### src/rtl/pipelined_add_sub_unit.sv
// Pipelined ripple-slice adder/subtractor: each stage adds WIDTH/STAGES bits and forwards its carry.
// Define ADDER_RESULT_FLAGS_EN to add registered out_zero/out_neg result flags.
module pipelined_add_sub_unit #(
  parameter int WIDTH  = 32,
  parameter int STAGES = 4,
  parameter int TAG_W  = 4
) (
  input  logic             clk,
  input  logic             rst_n,
  input  logic             in_valid,
  output logic             in_ready,
  input  logic [WIDTH-1:0] in_a,
  input  logic [WIDTH-1:0] in_b,
  input  logic             in_cin,
  input  logic             in_sub,
  input  logic [TAG_W-1:0] in_tag,
  input  logic             flush,
  output logic             out_valid,
  input  logic             out_ready,
  output logic [WIDTH-1:0] out_sum,
  output logic             out_cout,
  output logic             out_ovf,
  output logic [TAG_W-1:0] out_tag
`ifdef ADDER_RESULT_FLAGS_EN
  ,
  output logic             out_zero,
  output logic             out_neg
`endif
);
  localparam int S = WIDTH / STAGES;
  localparam int L = STAGES - 1;

  // Entry k holds the operation after slice k has been added.
  logic             vld_p [STAGES];
  logic [WIDTH-1:0] a_p   [STAGES];
  logic [WIDTH-1:0] b_p   [STAGES];
  logic [WIDTH-1:0] sum_p [STAGES];
  logic             cy_p  [STAGES];
  logic [TAG_W-1:0] tag_p [STAGES];
  logic             ovf_p;

  logic             vld_src [STAGES];
  logic [WIDTH-1:0] a_src   [STAGES];
  logic [WIDTH-1:0] b_src   [STAGES];
  logic [WIDTH-1:0] sum_src [STAGES];
  logic             cy_src  [STAGES];
  logic [TAG_W-1:0] tag_src [STAGES];
  logic [WIDTH-1:0] sum_nx  [STAGES];
  logic             cy_nx   [STAGES];
  logic [S:0]       slice_t;
  logic             ovf_nx;
  logic             adv;

`ifdef ADDER_RESULT_FLAGS_EN
  logic zero_p, neg_p;
  logic zero_nx, neg_nx;
`endif

  function automatic logic [S:0] slice_add(input logic [S-1:0] a, input logic [S-1:0] b,
                                           input logic c);
    return {1'b0, a} + {1'b0, b} + {{S{1'b0}}, c};
  endfunction

  function automatic logic ovf_flag(input logic a_msb, input logic b_msb, input logic s_msb);
    return (a_msb == b_msb) && (s_msb != a_msb);
  endfunction

  assign adv       = !vld_p[L] || out_ready;
  assign in_ready  = adv;
  assign out_valid = vld_p[L];
  assign out_sum   = sum_p[L];
  assign out_cout  = cy_p[L];
  assign out_ovf   = ovf_p;
  assign out_tag   = tag_p[L];
`ifdef ADDER_RESULT_FLAGS_EN
  assign out_zero  = zero_p;
  assign out_neg   = neg_p;
`endif

  always_comb begin
    slice_t    = '0;
    // Subtraction feeds ~B with a forced carry-in of 1; in_cin is ignored then.
    vld_src[0] = in_valid && adv;
    a_src[0]   = in_a;
    b_src[0]   = in_sub ? ~in_b : in_b;
    sum_src[0] = '0;
    cy_src[0]  = in_sub | in_cin;
    tag_src[0] = in_tag;
    for (int k = 1; k < STAGES; k++) begin
      vld_src[k] = vld_p[k-1];
      a_src[k]   = a_p[k-1];
      b_src[k]   = b_p[k-1];
      sum_src[k] = sum_p[k-1];
      cy_src[k]  = cy_p[k-1];
      tag_src[k] = tag_p[k-1];
    end
    for (int k = 0; k < STAGES; k++) begin
      slice_t              = slice_add(a_src[k][k*S +: S], b_src[k][k*S +: S], cy_src[k]);
      sum_nx[k]            = sum_src[k];
      sum_nx[k][k*S +: S]  = slice_t[S-1:0];
      cy_nx[k]             = slice_t[S];
    end
    ovf_nx = ovf_flag(a_src[L][WIDTH-1], b_src[L][WIDTH-1], sum_nx[L][WIDTH-1]);
`ifdef ADDER_RESULT_FLAGS_EN
    zero_nx = (sum_nx[L] == '0);
    neg_nx  = sum_nx[L][WIDTH-1];
`endif
  end

  always_ff @(posedge clk) begin
    if (!rst_n) begin
      for (int k = 0; k < STAGES; k++) begin
        vld_p[k] <= 1'b0;
        a_p[k]   <= '0;
        b_p[k]   <= '0;
        sum_p[k] <= '0;
        cy_p[k]  <= 1'b0;
        tag_p[k] <= '0;
      end
      ovf_p <= 1'b0;
`ifdef ADDER_RESULT_FLAGS_EN
      zero_p <= 1'b0;
      neg_p  <= 1'b0;
`endif
    end else if (flush) begin
      // Squash only the valid bits; stale data is harmless once invalid.
      for (int k = 0; k < STAGES; k++) vld_p[k] <= 1'b0;
    end else if (adv) begin
      for (int k = 0; k < STAGES; k++) begin
        vld_p[k] <= vld_src[k];
        a_p[k]   <= a_src[k];
        b_p[k]   <= b_src[k];
        sum_p[k] <= sum_nx[k];
        cy_p[k]  <= cy_nx[k];
        tag_p[k] <= tag_src[k];
      end
      ovf_p <= ovf_nx;
`ifdef ADDER_RESULT_FLAGS_EN
      zero_p <= zero_nx;
      neg_p  <= neg_nx;
`endif
    end
  end
endmodule
### config.mk
export PLATFORM = sky130hd
export DESIGN_NAME = pipelined_add_sub_unit
export DESIGN_NICKNAME = d
export VERILOG_FILES = /design/src/rtl/pipelined_add_sub_unit.sv
export SDC_FILE = /design/constraint.sdc
export NUM_CORES = 1
export LEC_CHECK = 0
export BUFFER_PORTS_ARGS = -buffer_cell sky130_fd_sc_hd__buf_4
export CORE_MARGIN = 2
export CORE_UTILIZATION = 40
export CTS_CLUSTER_DIAMETER = 80
export CTS_CLUSTER_SIZE = 8
export DETAILED_ROUTE_END_ITERATION = 7
export PLACE_DENSITY = 0.6
export SLEW_MARGIN = 10
export SYNTH_ARGS = -nofsm -noshare
export SYNTH_HDL_FRONTEND = slang
export SYNTH_SLANG_ARGS = --single-unit
### constraint.sdc
create_clock -name clk -period 22.9 [get_ports clk]
set_input_delay 2.29 -clock clk [delete_from_list [all_inputs] [get_ports clk]]
set_output_delay 2.29 -clock clk [all_outputs]
set_load 0.01 [all_outputs]
==> reports/qor.log <==
qor: floorplanning.core_area 22,500 um^2
qor: power_and_ir_drop.netSwitchingFraction 21.8%
qor: timing.fin_setup_tns 0 ps
qor: layout.stdcell_count 1,073
qor: clocking.cts_resized 0
qor: synth.synth-main-ff-cell sky130_fd_sc_hd__edfxtp_1
qor: clocking.clk_latency 520 ps
qor: worst_setup_path.timing.critical_path.cells buf_4 -> nor2b_1 -> buf_4 -> inv_1 -> buf_4
qor: synth.synthesis.yosys.warnings 0
qor: synth.number_of_enable_type_register_cells_in_the_synthesized_netlist 199
qor: timing.layout_worst_path_cycle_share 22.8%
qor: synth.syn-instance-count 645
qor: routing.detail_route.first_pass.iterations 4
qor: power_and_ir_drop.vdd_ir_drop_max 40.9 uV
qor: layout.layout.filler_cells 1,996
qor: floorplanning.design.die.area 23,900 um^2
qor: grt.grt_remaining_overflow 0
qor: worst_setup_path.launch_point_of_the_critical_path out_ready
qor: timing.period_needed 5230 ps
qor: routing.routed-via-count 5,065
qor: worst_setup_path.cp_common_cell sky130_fd_sc_hd__buf_4
qor: clocking.postCtsSetupBuffers 0
qor: worst_setup_path.crit_end in_ready
qor: worst_setup_path.critPathTopFamily buffers and inverters
qor: synth.ys_seq_area_share 66.2%
qor: timing.unrepaired_setup_endpoints_after_global_routing no
qor: worst_setup_path.crit_path_max_incr_delay 220 ps
qor: worst_setup_path.cp_max_fo 9
qor: layout.final_core_utilization 48.9%
qor: clocking.sink_count_of_the_clock_tree 201
qor: power_and_ir_drop.register_share_of_total_power 48.6%
qor: synth.ys_types 46
qor: worst_setup_path.timing.critical_path.slowest_stage_cell sky130_fd_sc_hd__buf_4
qor: power_and_ir_drop.power-per-cell-area 82.9 nW/um^2
qor: grt.grt_pass1_wl 24,900 um
qor: timing.worst-slew-pin-transition 950 ps
qor: floorplanning.boundaryPins 115
qor: synth.synth_top_family_by_area simple AND/OR/NAND/NOR gates
qor: synth.synth-simple-area-share 15.8%
qor: power_and_ir_drop.total_leakage_power 4.46 nW
qor: timing.timing.fmax 191 MHz
qor: power_and_ir_drop.total_power 912 uW
qor: place.dpl.hpwl 9620 um
qor: synth.post_synth_xor_area_fraction 3.76%
qor: power_and_ir_drop.power.share.clock 41.7%
qor: synth.ys_seq_elements 201
qor: synth.asyncSetResetFlopFracSynth 0%
qor: timing.timing_hold_violations_final 0
qor: power_and_ir_drop.cellInternalPower 713 uW
qor: timing.timing.clock.skew 14.5 ps
qor: clocking.cts_hold_buf 0
qor: routing.routed_wl 15,200 um
qor: timing.slew_headroom 36.7%
qor: worst_hold_path.hp-class reg2reg
qor: grt.via_count_of_the_first_global_routing_pass 5,344
qor: job.max_cap_viol_count 0
qor: timing.slew_viol_final 0
qor: power_and_ir_drop.power.combinational.fraction 9.7%
qor: layout.post_route_cells_drive_above_1_share 21.2%
qor: floorplanning.overall_die_width 155 um
qor: worst_setup_path.arrival 2940 ps
qor: timing.finalSetupViolations 0
qor: routing.dr.first_iter.drc_count 260
qor: grt.track_usage 12.8%
qor: worst_setup_path.rr_worst_depth 5
qor: routing.final_antenna_net_count 0
qor: synth.compound_cell_area_share_of_the_yosys_netlist 5.44%
qor: place.placement.io_buffers 114
qor: worst_setup_path.critPathKind in2out
qor: grt.grt_start_max_net_pins 105
qor: layout.total_inserted_antenna_cells 0
qor: synth.mux_contribution_to_synthesized_area 0.551%
qor: routing.detail_route.wl_per_cell 14.1 um
qor: synth.synth-adder-area-share 5.62%
qor: synth.syn_area 9090 um^2
qor: place.placement.cell_area 10,200 um^2
qor: layout.synthToLayoutAreaGrowth 21.1%
qor: floorplanning.die_height 155 um
qor: worst_setup_path.crit-reg2reg-launch vld_p[3]
qor: clocking.cts_buffers 29
qor: worst_setup_path.end_kind output pin
qor: layout.final_nets 876
qor: power_and_ir_drop.total_switching_power 199 uW
qor: layout.stdcell_area 11,000 um^2
qor: clocking.root_buffer sky130_fd_sc_hd__clkbuf_16
qor: routing.route.detailed.drc 0
qor: synth.mappedNetlistNets 756
qor: worst_setup_path.path_depth 5
qor: worst_setup_path.worst_r2r_endpoint a_p[0][16]
qor: clocking.path_clk_slew 50 ps
qor: worst_setup_path.cp.buffers_inverters 4
qor: worst_setup_path.timing.critical_path.required 20,610 ps
qor: worst_setup_path.timing.reg2reg.setup_slack 19,960 ps
qor: worst_setup_path.cp-start-kind input port
qor: routing.via_per_inst 4.72
qor: floorplanning.start_util 40.4%
qor: floorplanning.fp-row-count 55
qor: place.place_congestion 0.839
qor: clocking.cts_max_path_buffers 3
qor: synth.synthesis.area_per_instance 14.1 um^2
qor: clocking.maximum_level_of_the_cts_h_tree 1
qor: place.placedCellCount 1,019
qor: clocking.cts_tree yes
qor: outcome.status completed
qor: grt.number_of_antenna_violations_at_the_first_check_in_global_routing 0
worst min path at each step:
| stage | from | end | slack (ps) | depth (start not counted) |
|---|---|---|---|---|
| after floorplan | vld_p[1] | vld_p[2] | 450 | 2 |
| after global placement | out_ovf | out_ovf | 450 | 2 |
| after detailed placement | out_ovf | out_ovf | 470 | 2 |
| after CTS | out_ovf | out_ovf | 490 | 2 |
| after global routing | out_ovf | out_ovf | 520 | 2 |
| final | out_ovf | out_ovf | 480 | 2 |
power by group through the flow:
stage	sequential, mW	clock [mW]	combinational (mW)
floorplan	0.461	0	0.0566
global placement	0.450	0	0.0879
detailed placement	0.450	0	0.0898
CTS	0.443	0.393	0.0902
global route	0.445	0.410	0.0995
finish	0.443	0.381	0.0886
cell usage in the layout, fill, tap and decap left out, types with 10 or more instances in the layout:
| cell | Yosys | routed |
|---|---|---|
| sky130_fd_sc_hd__xnor2_1 | 31 | 31 |
| sky130_fd_sc_hd__nand2_1 | 10 | 10 |
| sky130_fd_sc_hd__edfxtp_1 | 199 | 199 |
| sky130_fd_sc_hd__o21ai_0 | 12 | 11 |
| sky130_fd_sc_hd__buf_4 | 6 | 120 |
| sky130_fd_sc_hd__and2_1 | 147 | 147 |
| sky130_fd_sc_hd__a21oi_1 | 12 | 12 |
| sky130_fd_sc_hd__inv_1 | 15 | 15 |
| sky130_fd_sc_hd__nor2_1 | 46 | 46 |
| sky130_fd_sc_hd__clkbuf_16 | 0 | 29 |
| sky130_fd_sc_hd__clkbuf_1 | 5 | 23 |
| sky130_fd_sc_hd__ha_1 | 28 | 28 |
stage by stage:
stage / worst slack, ps / hold WS, ps
floorplan: 4890 / 453
global placement: 17690 / 450
detailed placement: 17680 / 475
CTS: 17680 / 487
global route: 17630 / 516
finish: 17670 / 479
cell families (layout without fill, tap and decap cells):
group           Yosys count  count (layout)
buf+inv                  46             189
fa+ha+maj                36              36
flops                   201             201
simple gates            249             249
mux                       5               5
compound gates           69              69
xor+xnor                 39              39
synth_stat cells, drive strengths merged, types with 3 or more instances:
| library cell | number | area [um^2] |
|---|---|---|
| or3 | 9 | 56.3 |
| o21a | 7 | 52.6 |
| a211oi | 9 | 87.6 |
| buf | 17 | 119 |
| clkbuf | 14 | 63.8 |
| nor3b | 4 | 30.0 |
| nand3 | 8 | 40.0 |
| o31a | 6 | 52.6 |
| mux2i | 5 | 50.1 |
| o211ai | 3 | 22.5 |
| o21ai | 13 | 65.1 |
| or2 | 4 | 25.0 |
| edfxtp | 199 | 5980 |
| a21o | 6 | 45.0 |
| inv | 15 | 56.3 |
| nor2 | 47 | 184 |
| o21bai | 4 | 30.0 |
| a21oi | 12 | 60.1 |
| nor2b | 7 | 58.8 |
| nor3 | 6 | 35.0 |
| fa | 8 | 160 |
| o2111ai | 3 | 26.3 |
| xor2 | 8 | 70.1 |
| xnor2 | 31 | 272 |
| and2 | 147 | 920 |
| ha | 28 | 350 |
| nand2 | 10 | 37.5 |
flip-flops by register name, indices dropped and copies added, names as in the netlist:
name,cells
sum_p,80
b_p,48
a_p,48
cy_p,4
vld_p,4
tag_p,16
out_ovf,1
area by class of cell:
| cell class | instances | area [um^2] | area share [%] |
|---|---|---|---|
| Multi-Input combinational cell | 398 | 2840 | 25.8 |
| Clock buffer | 52 | 812 | 7.38 |
| Sequential cell | 201 | 6020 | 54.7 |
| Timing Repair Buffer | 120 | 901 | 8.19 |
| Clock inverter | 2 | 17.5 | 0.159 |
| Tap cell | 285 | 357 | 3.24 |
| Inverter | 15 | 56.3 | 0.512 |
worst register-to-register path: stages (launching register included):
cell,delay [ps]
sky130_fd_sc_hd__edfxtp_1,380
sky130_fd_sc_hd__nor2b_1,150
sky130_fd_sc_hd__buf_4,180
sky130_fd_sc_hd__o21ai_4,570
sky130_fd_sc_hd__buf_4,470
sky130_fd_sc_hd__buf_4,750
routing by layer:
layer / up-vias / GRT usage [%] / wire length (um)
met2: 119 / 21.1 / 7270
li1: 2535 / - / -
met5: - / 0 / 0
met4: 0 / 4.63 / 307
met3: 25 / 2.52 / 686
met1: 2386 / 16.9 / 6910
Note: power is estimated with default switching activity, not from simulation.
